`config.mk`:
```
export PLATFORM = sky130hd
export DESIGN_NAME = multdiv_sequencer
export DESIGN_NICKNAME = d
export VERILOG_FILES = /design/src/rtl/multdiv_sequencer_pkg.sv /design/src/rtl/md_cycle_counter.sv /design/src/rtl/multdiv_sequencer.sv
export SDC_FILE = /design/constraint.sdc
export NUM_CORES = 1
export LEC_CHECK = 0
export CAP_MARGIN = 10
export CORE_MARGIN = 4
export CORE_UTILIZATION = 36
export CTS_CLUSTER_SIZE = 25
export DETAILED_ROUTE_END_ITERATION = 16
export GPL_TIMING_DRIVEN = 1
export PLACE_DENSITY = 0.77
export SYNTH_ARGS = -nofsm -noshare
export SYNTH_HDL_FRONTEND = slang
export SYNTH_HIERARCHICAL = 1
export SYNTH_SLANG_ARGS = --single-unit
```
`constraint.sdc`:
```
create_clock -name clock -period 1.93 [get_ports clock]
set_clock_uncertainty 0.05 [all_clocks]
set_input_delay 0.579 -clock clock [delete_from_list [all_inputs] [get_ports clock]]
set_output_delay 0.579 -clock clock [all_outputs]
set_load 0.005 [all_outputs]
```
`src/rtl/multdiv_sequencer_pkg.sv`:
```
// Shared constants for the mult/div sequencer and the decoder that feeds it.
// State encoding, exception codes and the ALU field values for mult/div.
package multdiv_sequencer_pkg;

   typedef enum logic [1:0] {
      StIdle  = 2'd0,
      StIssue = 2'd1,
      StWait  = 2'd2,
      StDone  = 2'd3
   } md_state_e;

   localparam logic [2:0] ExcNone = 3'd0;
   localparam logic [2:0] ExcMult = 3'd4;
   localparam logic [2:0] ExcDiv  = 3'd5;

   localparam logic [4:0] AluMult = 5'b00110;
   localparam logic [4:0] AluDiv  = 5'b00111;

   // Decoder helper: true for either mult/div ALU field value.
   function automatic logic is_multdiv(input logic [4:0] alu_op);
      return (alu_op == AluMult) || (alu_op == AluDiv);
   endfunction

   // Decoder helper: req_op value for a mult/div ALU field (0 = mult, 1 = div).
   function automatic logic alu_to_op(input logic [4:0] alu_op);
      return alu_op == AluDiv;
   endfunction

   function automatic logic [2:0] exc_code(input logic op);
      return op ? ExcDiv : ExcMult;
   endfunction

endpackage

```
`src/rtl/md_cycle_counter.sv`:
```
// Per-operation cycle counter for the WAIT state; flags the watchdog limit.
// Clear has priority over enable; terminal is high on the last allowed cycle.
module md_cycle_counter #(
   parameter int unsigned CNT_W   = 6,
   parameter int unsigned TIMEOUT = 40
) (
   input  logic clock,
   input  logic reset,
   input  logic clear,
   input  logic enable,
   output logic terminal
);

   logic [CNT_W-1:0] count_q;

   always_ff @(posedge clock) begin
      if (reset || clear) begin
         count_q <= '0;
      end else if (enable) begin
         count_q <= count_q + CNT_W'(1);
      end
   end

   assign terminal = (count_q == CNT_W'(TIMEOUT - 1));

endmodule

```
`src/rtl/multdiv_sequencer.sv`:
```
// Sequences one mult/div request through the iterative unit: start pulse, stall
// while iterating, one-cycle response, with flush abort and a watchdog timeout.
module multdiv_sequencer
   import multdiv_sequencer_pkg::*;
#(
   parameter int unsigned TIMEOUT = 40,
   parameter int unsigned CNT_W   = 6,
   parameter int unsigned OPS_W   = 16
) (
   input  logic             clock,
   input  logic             reset,
   input  logic             req_valid,
   input  logic             req_op,
   input  logic [31:0]      req_a,
   input  logic [31:0]      req_b,
   input  logic             flush,
   output logic             md_ctrl_mult,
   output logic             md_ctrl_div,
   output logic [31:0]      md_a,
   output logic [31:0]      md_b,
   input  logic [31:0]      md_result,
   input  logic             md_exception,
   input  logic             md_ready,
   output logic             stall,
   output logic             rsp_valid,
   output logic [31:0]      rsp_result,
   output logic             rsp_exception,
   output logic [2:0]       rsp_exc_code,
   output logic             busy,
   output logic [OPS_W-1:0] ops_done
);

   md_state_e        state_q;
   logic             op_q;
   logic             md_ctrl_mult_q;
   logic             md_ctrl_div_q;
   logic [31:0]      md_a_q;
   logic [31:0]      md_b_q;
   logic             rsp_valid_q;
   logic [31:0]      rsp_result_q;
   logic             rsp_exception_q;
   logic [2:0]       rsp_exc_code_q;
   logic [OPS_W-1:0] ops_q;
   logic             cnt_clear;
   logic             cnt_enable;
   logic             cnt_terminal;

   assign cnt_clear  = (state_q == StIssue);
   assign cnt_enable = (state_q == StWait);

   md_cycle_counter #(
      .CNT_W   (CNT_W),
      .TIMEOUT (TIMEOUT)
   ) u_cycle_counter (
      .clock    (clock),
      .reset    (reset),
      .clear    (cnt_clear),
      .enable   (cnt_enable),
      .terminal (cnt_terminal)
   );

   // Pulse and response registers default low so each lasts exactly one cycle.
   always_ff @(posedge clock) begin
      if (reset) begin
         state_q         <= StIdle;
         op_q            <= 1'b0;
         md_ctrl_mult_q  <= 1'b0;
         md_ctrl_div_q   <= 1'b0;
         md_a_q          <= '0;
         md_b_q          <= '0;
         rsp_valid_q     <= 1'b0;
         rsp_result_q    <= '0;
         rsp_exception_q <= 1'b0;
         rsp_exc_code_q  <= ExcNone;
         ops_q           <= '0;
      end else begin
         md_ctrl_mult_q  <= 1'b0;
         md_ctrl_div_q   <= 1'b0;
         rsp_valid_q     <= 1'b0;
         rsp_result_q    <= '0;
         rsp_exception_q <= 1'b0;
         rsp_exc_code_q  <= ExcNone;
         unique case (state_q)
            StIdle: begin
               if (req_valid && !flush) begin
                  op_q           <= req_op;
                  md_a_q         <= req_a;
                  md_b_q         <= req_b;
                  md_ctrl_mult_q <= ~req_op;
                  md_ctrl_div_q  <= req_op;
                  state_q        <= StIssue;
               end
            end
            StIssue: begin
               // md_ready may still be high from the previous op; not looked at here.
               state_q <= flush ? StIdle : StWait;
            end
            StWait: begin
               if (flush) begin
                  state_q <= StIdle;
               end else if (md_ready) begin
                  rsp_valid_q     <= 1'b1;
                  rsp_result_q    <= md_result;
                  rsp_exception_q <= md_exception;
                  rsp_exc_code_q  <= md_exception ? exc_code(op_q) : ExcNone;
                  state_q         <= StDone;
               end else if (cnt_terminal) begin
                  rsp_valid_q     <= 1'b1;
                  rsp_result_q    <= '0;
                  rsp_exception_q <= 1'b1;
                  rsp_exc_code_q  <= exc_code(op_q);
                  state_q         <= StDone;
               end
            end
            StDone: begin
               ops_q   <= ops_q + OPS_W'(1);
               state_q <= StIdle;
            end
            default: state_q <= StIdle;
         endcase
      end
   end

   assign md_ctrl_mult  = md_ctrl_mult_q;
   assign md_ctrl_div   = md_ctrl_div_q;
   assign md_a          = md_a_q;
   assign md_b          = md_b_q;
   assign rsp_valid     = rsp_valid_q;
   assign rsp_result    = rsp_result_q;
   assign rsp_exception = rsp_exception_q;
   assign rsp_exc_code  = rsp_exc_code_q;
   assign ops_done      = ops_q;
   assign busy          = (state_q != StIdle);

   // The accept term must freeze the pipeline in the same cycle the request is seen.
   assign stall = (state_q == StIdle && req_valid && !flush && !reset)
                  || (state_q == StIssue) || (state_q == StWait);

`ifndef SYNTHESIS
   a_ctrl_exclusive: assert property (@(posedge clock) disable iff (reset)
      !(md_ctrl_mult && md_ctrl_div));
   a_ctrl_single: assert property (@(posedge clock) disable iff (reset)
      (md_ctrl_mult || md_ctrl_div) |=> !(md_ctrl_mult || md_ctrl_div));
`endif

endmodule

```
======== Word-level counts from Yosys, hierarchy flattened ========
Cells that the tools add are included.
storage, ports and cells
  register bits after elaboration ......... 128
  bits in latches ......................... 0
  RAM bits ................................ 0
  bits in read-only memories .............. 0
  input bits .............................. 103
  output and inout bits ................... 121
  word-level logic and storage cells ...... 54
  memories kept ........................... 0
operators by class
  $add $sub $neg .......................... 2
  multiply operators ...................... 0
  div/mod/pow operators ................... 0
  $lt $le $gt $ge ......................... 0
  equality and inequality tests ........... 6
  shifts and indexed selects .............. 0
  multiplexer cells ....................... 13
  bitwise logic cells ..................... 5
  reduce and logical (&&, ||, !) cells .... 16
operators with widths
  cell                                                                   count
  16-bit by 1-bit adder with 16-bit output, second input constant        1
  2-bit two-way mux                                                      5
  3-bit two-way mux                                                      3
  2-bit one-hot mux with 4 select lines                                  1
  6-bit by 1-bit adder with 6-bit output, second input constant          1
  6-bit equality test, second input constant                             1
  3-bit OR reduction                                                     2
  1-bit NOT                                                              5
  2-bit equality test, second input constant                             2
  1-bit logical AND                                                      4
  1-bit two-way mux                                                      4
  4-bit by 3-bit != test with 1-bit output, second input constant        1
  2-bit AND reduction                                                    2
  4-bit OR reduction                                                     1
  1-bit logical OR                                                       3
  2-bit by 1-bit equality test with 1-bit output, second input constant  1
  1-bit logical NOT                                                      2
  2-bit logical NOT                                                      1
  2-bit != test, second input constant                                   1
  2-bit nonzero test                                                     1

======== Longest topological paths before layout ========
Gate-level depths: netlist (run 1).
  depth after elaboration ................. 6
  depth in mapped cells ................... 7
  mapped depth without buffers ............ 6

======== Cells and area by module ========
The synthesis (run 1) kept the hierarchy.
modules (own cells, without submodules)
  module             times used  cells each  area each (sq um)  sequential area each (sq um)
  multdiv_sequencer  1           463         4070.2             2402.3
  md_cycle_counter   1           28          261.5              120.1

======== Worst setup path before layout (run 1) ========
No wires, ideal clock.
  path kind ............................... register to output
  start point ............................. register state_q[0]
  end point ............................... output port stall
  data arrival time ....................... 1.530 ns
  required time ........................... 1.301 ns
  slack ................................... -0.229 ns
  cell stages (with the launch flop) ...... 7
  buffers on the path ..................... 3
  cells stage by stage .................... dfxtp_1 > or2_1 > or3b_1 > clkbuf_1 > buf_6 > buf_6 > o21ai_0
on the way
  cells in the longest elaborated chain, start to end .. 6
  elaborated cells between the ends (all ways) .. 8
  those cells by class .................... eq/ne: 2; reduce/logical: 6
RTL lines
  element                          line                      source
  from (decl)                      multdiv_sequencer.sv:33   md_state_e state_q;
  from (signal assigned)           multdiv_sequencer.sv:65   state_q <= StIdle;
  from (signal assigned)           multdiv_sequencer.sv:91   state_q <= StIssue;
  from (signal assigned)           multdiv_sequencer.sv:96   state_q <= flush ? StIdle : StWait;
  2-bit logical NOT                multdiv_sequencer.sv:136  assign stall = (state_q == StIdle && req_valid && !flush && !reset)
  1-bit logical AND (3 in series)  multdiv_sequencer.sv:136
  1-bit logical OR                 multdiv_sequencer.sv:137  || (state_q == StIssue) || (state_q == StWait);
  1-bit logical OR *               multdiv_sequencer.sv:137
  to (decl)                        multdiv_sequencer.sv:24   output logic stall,
Mark *: on every way between the ends. The rest lies on a longest branch, timed or not.

======== Final worst setup path (run 1) ========
Ends and elaborated chain as after synthesis.

==> summary by stage, run 1 <==
Critical path
The type of the setup path with the least slack is register to primary output. STA classifies the critical path endpoint as a primary output. Walking the worst path, the cells encountered are or2_1 > or3b_4 > o21ai_2 > buf_2. The cell with the largest stage delay on the worst path is sky130_fd_sc_hd__or3b_4. The stage delay of the slowest cell on the critical path is 0.39 ns.

The kind of start point of the critical path is a register. Along the worst path, the maximum fanout reaches 2. The arrival time at the worst endpoint is 1.60 ns. The setup slack of the worst register-to-register path is 0.15 ns. The startpoint of the worst register-to-register path is state_q[0]$_SDFFE_PP0P_. The worst register-to-register path ends at md_a[21]$_SDFFE_PP0P_. The required time at the worst-slack endpoint is around 1.3 ns. The depth of the worst register-to-register path is 5.

Synthesis
After synthesis, the cell types taking the most area are sky130_fd_sc_hd__dfxtp_1 58%, sky130_fd_sc_hd__nand2_1 12%, sky130_fd_sc_hd__a21oi_1 8.2%, sky130_fd_sc_hd__and2_1 4.8%, sky130_fd_sc_hd__nor2_1 1.8%. When the netlist entered floorplanning its net count stood at 596. The leading area contributor after synthesis is sky130_fd_sc_hd__dfxtp_1. In this run, synthesis produced a sequential element count of 126. The area share of the largest cell type after synthesis is 0.582. During synthesis, Yosys emitted a total of 6 warnings. The fraction of registers with async set or reset after synthesis is 0. The cell area after technology mapping is 0.00433 mm². A synthesized cell averages 8.82 µm². In this run, synthesis inferred 0 flip-flops with an integrated enable. The most used flip-flop cell after synthesis is sky130_fd_sc_hd__dfxtp_1.

The distinct cell type count of the synthesized netlist is 38. By count the netlist is led by 142 x sky130_fd_sc_hd__nand2_1, 126 x sky130_fd_sc_hd__dfxtp_1, 71 x sky130_fd_sc_hd__a21oi_1, 33 x sky130_fd_sc_hd__and2_1, 21 x sky130_fd_sc_hd__nor2_1. The synthesized netlist cell count is 491. The post-synthesis sequential area ratio is 0.582. The most used standard cell by instance count after synthesis is sky130_fd_sc_hd__nand2_1.

Floorplan
The die is 118 µm wide. The number of rows in the core area is 39. In this run the count of I/O pins placed on the die edge is 224.

The area of the core region is 0.0116 mm². The initial utilization of the core area, before any placement, comes to 0.373. The overall die area is 0.0139 mm².

The die is 118 µm tall.

Cells and area
0 antenna diodes ended up in the layout. In the final layout, the share of cells above drive strength 1 is 0.110. The number of filler cells placed in the layout is 962. The number of nets in the layout is 826. After routing the design area is 0.00748 mm². The area growth from synthesis to layout is 72.8%.

Pwr
The leakage dissipation is between 3 and 4 nW. The worst vdd rail ir drop is 563 µV. Of the total power, the clock network draws 0.495.

The share of total power dissipated in combinational logic is 0.088. Of the total power, the share spent switching nets is 0.211. The switching component of the power is 1.37 mW. The share of total power dissipated in sequential elements is 0.417.

Internal power comes to 5.11 mW. In this run the power density over the cells is 866 mW/mm².

Routing
Using the TritonRoute via totals, the vias-per-cell ratio works out to between 4 and 5. After detailed routing, the average wire length per cell comes to between 10 and 15 µm. The number of design-rule violations left by the first detailed-router iteration is 194. The number of iterations in the first detailed-routing pass is 4. The post-detailed-route count of antenna-violating nets is 0. Across all layers, the routed design uses 4159 vias. The overall routed net length is 12900 µm. In the routed design, unresolved DRC markers number 0.

Clock network
The maximum clock insertion buffer count is 2. The number of clock buffers inserted by TritonCTS is 17. Clock-pin slew was measured on the worst setup and hold paths at 0.05 ns. The number of buffers inserted by hold repair at cts is 0.

The CTS root buffer is sky130_fd_sc_hd__clkbuf_16. Counting every sink on the clock net gives around 130. The CTS tree is done. The count of H-tree levels built during CTS is 4. The clock reaches the later pin of the worst-skew pair after 0.41 ns.

Timing
Across all setup checks in the final design, the least slack found is -0.296 ns. The count of final hold-check violations is 0. For the pin with the worst max-slew slack, the measured transition is 0.694 ns. Of the available clock period, the critical path in the final layout requires 1.15. The routed design could run at a clock period as short as 2.23 ns.

Setup repair after global routing could not meet its margin everywhere. The worst pin sits at a relative slew slack of 0.537. Based on the critical path, the design can be clocked at up to 449 MHz. The max-slew violation count is 0.

Setup violations remaining at the end of the flow were counted as 1.

Placed design
The congestion estimate from routability-driven global placement came to 0.802. Buffers placed on the I/O ports in this run total 222. The wire-length estimate of the detail-placed layout is a little over 9000 µm. After detailed placement, the total cell area comes to 0.00678 mm². OpenSTA, run right after detailed placement, puts the worst setup slack at -0.854 ns.

Outcome
The checks that failed: negative setup slack. The run finished, with violations left.

Global route
The initial antenna violation count is 0. For this run, the total global-route usage over all layers was measured as 0.186. The number of global-route vias before repair is 4242.

The first global-routing pass estimated 20500 µm of wire. The leftover overflow at the end of global routing is 0. The maximum number of pins on one net before global-route repair is between 80 and 90.

Min path
The path with the worst hold slack has its endpoint at op_q$_SDFFE_PP0P_. The min-delay analysis places its worst path in the category register to register. The critical hold path startpoint is op_q$_SDFFE_PP0P_.

Along the worst hold path, the cell count comes to 2.

Flow run
Across the run, the number of max-cap violations was 0.
## worst max path at each step
stage	start	endpoint	cells after the start
floorplan	state_q[0]$_SDFFE_PP0P_	stall	6
global placement	req_valid	stall	4
detailed placement	req_valid	stall	4
CTS	state_q[1]$_SDFFE_PP0P_	stall	4
global route	state_q[0]$_SDFFE_PP0P_	stall	4
finish	state_q[0]$_SDFFE_PP0P_	stall	4
## metrics by stage
stage          cells  utilization  setup TNS, ns  hold slack, ns  power (mW)
2_1_floorplan    491            -         -0.152           0.380        2.94
3_3_place_gp     843        0.584         -31.76           0.391        3.33
3_5_place_dp     843        0.584         -33.86           0.393        3.34
4_1_cts          877        0.637         -0.351           0.400        6.57
5_1_grt          877        0.644         -0.357           0.421        6.72
6_report         877        0.644         -0.296           0.398        6.48
## placed cells by master, fill, tap and decap left out, drive strengths merged, types with 2 or more instances in the layout
cell type,netlist,final
a21oi,71,71
and2,33,33
and4,2,2
buf,13,24
bufinv,0,3
clkbuf,19,21
clkdlybuf4s50,0,178
clkinv,0,4
clkinvlp,0,4
dfxtp,126,126
dlygate4sd2,0,10
dlymetal6s2s,0,31
ha,2,2
inv,3,3
nand2,142,142
nand3,4,4
nand4,6,6
nor2,21,21
nor2b,3,3
nor3,7,7
nor3b,3,3
o21ai,4,4
or2,2,2
or3,4,4
xnor2,6,6
xor2,9,9
## registers in the layout (all words and copies together) (netlist names)
register                 count
md_b                        32
rsp_valid                    1
md_ctrl_div                  1
rsp_result                  32
state_q                      2
md_ctrl_mult                 1
op_q                         1
u_cycle_counter/count_q      6
md_a                        32
ops_done                    16
rsp_exc_code                 2
## critical path: cells and delay by family, from the launching register on
kind	cells	cell delay, ns
compound gates	1	0.13
flops	1	0.31
simple gates	2	0.63
buf+inv	1	0.12
## layout make-up
type / count / area, µm² / area share
flip-flops and latches: 126 / 2550 / 0.341
well taps: 143 / 179 / 0.0239
clock buffers: 21 / 460 / 0.0615
repair buffers: 243 / 2490 / 0.332
inverters: 3 / 11.3 / 0.00150
multi-input cells: 330 / 1660 / 0.221
clock inverters: 11 / 140 / 0.0187
## cells by family after synthesis
kind of cell             count (synthesis)  synth area share
AO/OA/AOI/OAI                           78            0.0927
multiplexers                             1           0.00231
flip-flops                             126             0.582
AND/OR/NAND/NOR                        233             0.248
buffers and inverters                   35            0.0378
adder cells (fa/ha/maj)                  2           0.00578
XOR/XNOR                                15            0.0303
other                                    1          0.000866
## per-layer routing
layer	part of all wire	GRT usage
met5	0	0
met4	0.036	0.0996
met3	0.11	0.0966
met2	0.50	0.325
met1	0.35	0.177
## power groups by stage
stage | clock, mW | combinational [mW] | sequential, mW
global route | 3.39 | 0.617 | 2.71
CTS | 3.28 | 0.584 | 2.70
floorplan | 0 | 0.167 | 2.77
detailed placement | 0 | 0.581 | 2.76
finish | 3.21 | 0.567 | 2.70
global placement | 0 | 0.569 | 2.76
## repair_timing
action	in CTS	in global routing
cloned	0	0
pin swaps	3	1
endpoints found under the hold margin	0	0
resized for setup	36	34
buffers inserted	2	2
setup endpoints to repair	19	37
No activity file was read; power rests on OpenSTA's default activity.
==> run 2: changes to the inputs <==
--- a/config.mk
+++ b/config.mk
@@ -5,7 +5,7 @@
 export SDC_FILE = /design/constraint.sdc
 export NUM_CORES = 1
 export LEC_CHECK = 0
-export CAP_MARGIN = 10
+export CORE_ASPECT_RATIO = 1.4
 export CORE_MARGIN = 4
 export CORE_UTILIZATION = 36
 export CTS_CLUSTER_SIZE = 25
==> run 2 against run 1 <==
- clock power grew 2%
- sequential share of layout area grew 0.12 points
- highest routed layer unchanged
- setup slack lost 0.056 ns
- sequential power is essentially flat
- the run still ends with negative setup slack left
- critical path type unchanged
- critical endpoint unchanged
- core utilization shrank 1.5 points
- die area grew 0.18%
- first-iteration DRC count shrank 45%
- hold slack gained 0.0026 ns
==> summary by stage, run 2 (same netlist as run 1, synthesis figures left out) <==
Cells and area
Leaving out fill and tap cells, the most frequent cells in the layout are 187 x sky130_fd_sc_hd__clkdlybuf4s50_1, 142 x sky130_fd_sc_hd__nand2_1, 113 x sky130_fd_sc_hd__dfxtp_1, 71 x sky130_fd_sc_hd__a21oi_1, 33 x sky130_fd_sc_hd__and2_1. The share of the core filled with cells was 0.629 (-0.0154). The share of post-route cells with drive strength above 1 is 0.106 (-0.00394). The number of nets in the layout is 825 (-0.12%). The number of filler cells placed in the layout was 968 (+0.62%). The library cell used most frequently in the layout, excluding fill and tap cells, is sky130_fd_sc_hd__clkdlybuf4s50_1. The number of standard cells in the final layout excluding fillers is 880 (+0.34%). The number of antenna diodes was 0 (unchanged). From synthesis to final layout, the design area changed by 71.7%.

Clock network
The total number of clock tree sinks is 126 (unchanged). The count of H-tree levels built during CTS is 4 (unchanged). The clock-pin slew reported for the worst setup and hold paths after clock tree synthesis is 0.05 ns (about the same).

TritonCTS built the clock tree. The CTS root buffer is sky130_fd_sc_hd__clkbuf_16. The later-pin clock latency in the skew report is 0.40 ns (about the same). The maximum clock insertion buffer count was 2 (unchanged). The number of clock buffers inserted by TritonCTS came to 17 (unchanged).

Critical path
The kind of start point of the critical path is a register. The stage delay of the slowest cell on the critical path came to 0.43 ns (+0.04 ns). The arrival time at the worst endpoint came to 1.65 ns (+0.05 ns). The setup slack of the worst register-to-register path is 0.12 ns (-0.03 ns). The startpoint of the worst register-to-register path is ops_done[8]$_SDFFE_PP0N_. The cell with the largest stage delay on the worst path is sky130_fd_sc_hd__or3b_4. The depth of the worst register-to-register path is 5 (unchanged).

The capture point of the worst reg-to-reg path is ops_done[15]$_SDFFE_PP0N_. The critical path endpoint category is a primary output. The critical path goes through or2_1 > or3b_4 > o21ai_4 > buf_2. The required time at the worst-slack endpoint is 1.30 ns (about the same). The type of the setup path with the least slack is register to primary output. The highest net fanout along the worst path is 2 (unchanged).

Timing
The final setup violation count is 1 (unchanged). The count of final hold-check violations is 0 (unchanged). The normalized max-slew margin is 0.555 (+0.0178). The time the final worst path needs with I/O delays and setup is 2.28 ns (+0.0559 ns). The maximum frequency from static timing analysis is 438 MHz (-2.4%). The post-route fraction of the period consumed by the critical path is 1.18 (+0.0289). The transition at the pin with the smallest max-transition slack was 0.667 ns (-0.0267 ns). Setup repair after global routing could not meet its margin everywhere.

The max-slew violation count is 0 (unchanged). The final setup slack of the worst path is -0.352 ns (-0.0559 ns).

Placed design
The number of input and output port buffers inserted came to 222 (unchanged). The number of placed cells counting well taps is 844 (+0.12%). The global placement routability congestion is 0.771 (-3.9%). The placement-stage worst setup slack is -0.928 ns (-0.0735 ns). The detailed placement HPWL is 9330 µm (+0.48%).

Min path
The number of cells traversed by the worst hold path is 2 (unchanged). The worst hold path terminates at md_b[16]$_SDFFE_PP0P_. The startpoint identified for the worst hold timing path is md_b[16]$_SDFFE_PP0P_.

The worst hold path belongs to the class register to register.

Routing
The DRC violation count after routing was 0 (unchanged). The overall routed net length is 12500 µm (-2.9%). The via count of the routed design is 4080 (-1.9%).

The number of design-rule violations left by the first detailed-router iteration came to 107 (-45%). The number of iterations in the first detailed-routing pass is 4 (unchanged). The post-detailed-route count of antenna-violating nets is 0 (unchanged).

The detailed-route wire length per cell is 14.2 µm (-3.2%). The detail-routed via count per cell is 4.64 (-2.2%).

Floorplan
The initial core utilization was 0.366 (-0.00651). The horizontal die dimension is 101 µm (-14%). The height of the chip is 138 µm (+17%). The I/O pin count was 224 (unchanged). The area of the core region was 0.0118 mm² (+1.8%). The overall die area came to 0.0139 mm² (+0.18%). The number of rows in the core area is 47 (+21%).

Pwr
The worst vdd rail ir drop is 605 µV (+7.4%). The leakage dissipation is 3.16 nW (-5.6%). The total design power came to 6.53 mW (+0.82%). The total power divided by cell area is 878 mW/mm² (+1.5%).

Global route
The leftover overflow at the end of global routing came to 0 (unchanged). The initial antenna violation count was 0 (unchanged). The combined global-route utilization of all metal layers was 0.177 (-0.00939). The maximum number of pins on one net before global-route repair is 68 (-21%). The number of global-route vias before repair is 4098 (-3.4%). The wire length of the first global-routing pass is 19400 µm (-5.6%).

Outcome
The run finished, with violations left. The checks that failed: negative setup slack.

Flow run
The max-cap violation count is 0 (unchanged).
run 2: layout make-up:
class / instances / area, µm² / share of cell area
Clock buffer: 19 / 453 / 0.0609
Clock inverter: 13 / 163 / 0.0219
Multi-Input combinational cell: 330 / 1660 / 0.224
Tap cell: 147 / 184 / 0.0247
Inverter: 3 / 11.3 / 0.00151
Timing Repair Buffer: 242 / 2420 / 0.325
Sequential cell: 126 / 2540 / 0.342
run 2: worst max path at each step:
stage                             from  cells after the start  slack [ns]    end
4_1_cts        state_q[1]$_SDFFE_PP0P_                      4       -0.37  stall
5_1_grt        state_q[1]$_SDFFE_PP0P_                      4       -0.41  stall
6_report       state_q[1]$_SDFFE_PP0P_                      4       -0.35  stall
3_3_place_gp                 req_valid                      4       -0.96  stall
3_5_place_dp                 req_valid                      4       -0.93  stall
2_1_floorplan  state_q[0]$_SDFFE_PP0P_                      6       -0.15  stall
run 2: per-layer routing:
metal,vias up,share of wire,GRT usage
met5,-,0,0
met4,0,0.033,0.0966
met3,27,0.092,0.0633
met2,159,0.51,0.304
met1,1851,0.36,0.185
li1,2043,-,-
run 2: worst max-delay path, delay by kind of cell (launching register included):
kind | cells | cell delay (ns)
and+or+nand+nor | 2 | 0.67
AOI/OAI and AO/OA | 1 | 0.14
buffers and inverters | 1 | 0.13
DFF | 1 | 0.31
run 2: what timing repair did:
action | 4_1_cts | 5_1_grt
hold buffers | 0 | 0
gates resized for setup | 35 | 21
endpoints found under the setup margin | 20 | 22
buffers inserted | 2 | 2
pin swaps | 3 | 2
run 2: through the flow:
step	hold slack, ns	cell area (µm²)	setup TNS, ns
after floorplan	0.380	4340	-0.152
after CTS	0.405	7360	-0.368
after detailed placement	0.397	6740	-32.16
final	0.401	7440	-0.352
after global placement	0.391	6740	-30.90
after global routing	0.416	7440	-0.409
run 2: where the power goes:
group	internal, mW	leakage, nW	switching [mW]
sequential	2.67	1.03	0.0320
clock	2.10	0.296	1.17
combinational	0.349	1.84	0.210
==> run 3: changes to the inputs <==
--- a/config.mk
+++ b/config.mk
@@ -6,7 +6,6 @@
 export NUM_CORES = 1
 export LEC_CHECK = 0
 export CORE_ASPECT_RATIO = 1.4
-export CORE_MARGIN = 4
 export CORE_UTILIZATION = 36
 export CTS_CLUSTER_SIZE = 25
 export DETAILED_ROUTE_END_ITERATION = 16
==> run 3 against run 2 <==
- the run still ends with negative setup slack left
- combinational power grew 2%
- final area down 0.17%
- core utilization increased by 0.21 points
- sequential power barely moved
- critical path depth did not move
- total power decreased by 2.4%
- non-clock buffer count decreased by 1
- global-route usage increased by 1.4 points
- sequential share of layout area increased by 0.14 points
- hold slack better by 0.0017 ns
- die area is 10% lower
- highest routed layer unchanged
==> summary by stage, run 3 (same netlist as run 1, synthesis figures left out) <==
Routing
The post-detailed-route count of antenna-violating nets came to 0 (unchanged). The overall routed net length is 11800 µm (-5.8%). The number of design-rule violations left by the first detailed-router iteration was 62 (-42%). The detail-routed via count per cell is 4.64 (+0.16%). The DRC violation count after routing is 0 (unchanged). The number of iterations in the first detailed-routing pass was 4 (unchanged). The via count of the routed design is 4082 (+0.049%).

The detailed-route wire length per cell is 13.4 µm (-5.7%).

Clock network
The number of clock buffers inserted by TritonCTS is 17 (unchanged). TritonCTS built the clock tree. The CTS root buffer is sky130_fd_sc_hd__clkbuf_16. The count of H-tree levels built during CTS is 4 (unchanged).

The maximum clock insertion buffer count is 2 (unchanged). The later-pin clock latency in the skew report is 0.40 ns (about the same). The total number of clock tree sinks came to 126 (unchanged).

The clock-pin slew reported for the worst setup and hold paths after clock tree synthesis was 0.06 ns (about the same).

Cells and area
The multi-input gate area in the final layout was 0.00168 mm² (+0.83%). The commonest non-fill, non-tap cell in the layout is sky130_fd_sc_hd__clkdlybuf4s50_1. In the layout the commonest cells are 199 x sky130_fd_sc_hd__clkdlybuf4s50_1, 140 x sky130_fd_sc_hd__nand2_1, 112 x sky130_fd_sc_hd__dfxtp_1, 69 x sky130_fd_sc_hd__a21oi_1, 33 x sky130_fd_sc_hd__and2_1. The number of filler cells placed in the layout is 972 (+0.41%). The share of the core filled with cells is 0.631 (+0.00208). The share of post-route cells with drive strength above 1 is 0.113 (+0.00698). The register area is 0.00255 mm² (+0.25%). The number of nets in the layout was 824 (-0.12%). The number of antenna diodes is 0 (unchanged). The area added between synthesis and finish is 71.4%.

Floorplan
The I/O pin count is 224 (unchanged). The initial core utilization is 0.368 (+0.00183). The horizontal die dimension is 94.7 µm (-6.0%). The area of the core region is 0.0118 mm² (-0.50%). The number of rows in the core area is 47 (unchanged).

The height of the chip is 132 µm (-4.4%). The overall die area is 0.0125 mm² (-10%).

Critical path
The largest individual stage delay along the critical path comes from the cell sky130_fd_sc_hd__or3b_4. The worst setup path is of the register to primary output kind. The arrival time at the worst endpoint is 1.58 ns (-0.07 ns). The stage delay of the slowest cell on the critical path came to 0.38 ns (-0.05 ns). The signal on the critical path passes through or2_4 > or3b_4 > o21ai_2 > buf_2.

The startpoint of the worst register-to-register path is state_q[0]$_SDFFE_PP0P_. The critical path endpoint category is a primary output. The required time at the worst-slack endpoint is 1.30 ns (about the same). The most critical setup path has its startpoint at state_q[0]$_SDFFE_PP0P_. The worst setup path is launched from a register.

The highest net fanout along the worst path was 2 (unchanged).

Pwr
The part of the total power dissipated in sequential elements is 0.424 (+0.010). The fraction of power consumed by the clock network is 0.487 (-0.014). The combinational share of power is 0.089 (+0.003).

The worst vdd rail ir drop is 698 µV (+15%). The design internal power is 4.94 mW (-3.5%). The total power divided by cell area is 859 mW/mm² (-2.2%). The switching component of the power is 1.43 mW (+1.6%). The fraction of power spent switching nets is 0.225 (+0.00889). The leakage dissipation is 2.99 nW (-5.4%).

Timing
Setup repair after global routing could not meet its margin everywhere. The maximum frequency from static timing analysis is 452 MHz (+3.2%). The time the final worst path needs with I/O delays and setup is 2.21 ns (-0.0699 ns).

The final-layout worst hold slack came to 0.403 ns (+0.00167 ns). The max-slew violation count is 0 (unchanged). The count of final hold-check violations came to 0 (unchanged). The final setup slack of the worst path was -0.282 ns (+0.0699 ns).

The final setup violation count is 2 (+1). The normalized max-slew margin is 0.534 (-0.0213). The transition at the pin with the smallest max-transition slack is 0.699 ns (+0.0320 ns).

The post-route fraction of the period consumed by the critical path was 1.15 (-0.0362).

Flow run
The max-cap violation count is 0 (unchanged).

Global route
The combined global-route utilization of all metal layers is 0.190 (+0.0137). The wire length of the first global-routing pass is 18600 µm (-4.0%). The number of global-route vias before repair came to 4065 (-0.81%). The maximum number of pins on one net before global-route repair was 68 (unchanged). The initial antenna violation count is 0 (unchanged). The leftover overflow at the end of global routing is 0 (unchanged).

Outcome
The flow ran to the end, but the final reports show violations. The checks that failed: negative setup slack.

Placed design
The global placement routability congestion is 0.733 (-4.9%). The number of input and output port buffers inserted was 222 (unchanged). The detailed placement HPWL came to 8340 µm (-11%).

Min path
The worst hold path class is register to register. The critical hold path startpoint is md_b[12]$_SDFFE_PP0P_.
[run 3: power groups by stage]
stage | logic [mW] | clock network, mW | registers, mW
after floorplan | 0.167 | 0 | 2.77
after global placement | 0.553 | 0 | 2.76
after detailed placement | 0.563 | 0 | 2.76
after CTS | 0.564 | 3.19 | 2.70
after global routing | 0.615 | 3.33 | 2.71
final | 0.568 | 3.11 | 2.70
[run 3: layout make-up]
type / instances / share of cell area
Clock buffer: 17 / 0.0573
Clock inverter: 15 / 0.0217
Inverter: 3 / 0.00152
Multi-Input combinational cell: 330 / 0.226
Sequential cell: 126 / 0.344
Tap cell: 147 / 0.0248
Timing Repair Buffer: 241 / 0.325
[run 3: per-layer routing]
metal | global-route usage | share of wire
met1 | 0.187 | 0.37
met5 | 0 | 0
met4 | 0.0884 | 0.027
met2 | 0.349 | 0.54
met3 | 0.0617 | 0.069
[run 3: path summary, 6_finish.rpt]
path                      endpoint  slack (ns)  cells after the start
max                          stall       -0.28                      4
min          md_b[12]$_SDFFE_PP0P_        0.40                      2
max reg2reg  md_b[11]$_SDFFE_PP0P_        0.06                      8
min reg2reg  md_b[12]$_SDFFE_PP0P_        0.40                      2
[run 3: worst max-delay path, delay by kind of cell, from the launching register on]
| family | cells | cell delay, ns |
|---|---|---|
| AND/OR/NAND/NOR | 2 | 0.63 |
| flip-flops | 1 | 0.32 |
| buffers and inverters | 1 | 0.12 |
| AO/OA/AOI/OAI | 1 | 0.11 |
[run 3: through the flow]
step                instances  setup slack, ns  cell area (µm²)  TNS [ns]  total power [mW]
detailed placement        843           -0.914             6730    -36.27              3.33
finish                    879           -0.282             7420    -0.397              6.38
floorplan                 491           -0.152             4340    -0.152              2.94
global placement          843           -0.912             6730    -34.57              3.31
global route              879           -0.329             7420    -0.535              6.65
CTS                       877           -0.295             7340    -0.340              6.46
[run 3: repair_timing]
action,in CTS,in global routing
resized for setup,33,23
setup buffers,2,2
hold buffers,0,0
setup endpoints to repair,83,17
pin swaps,2,1
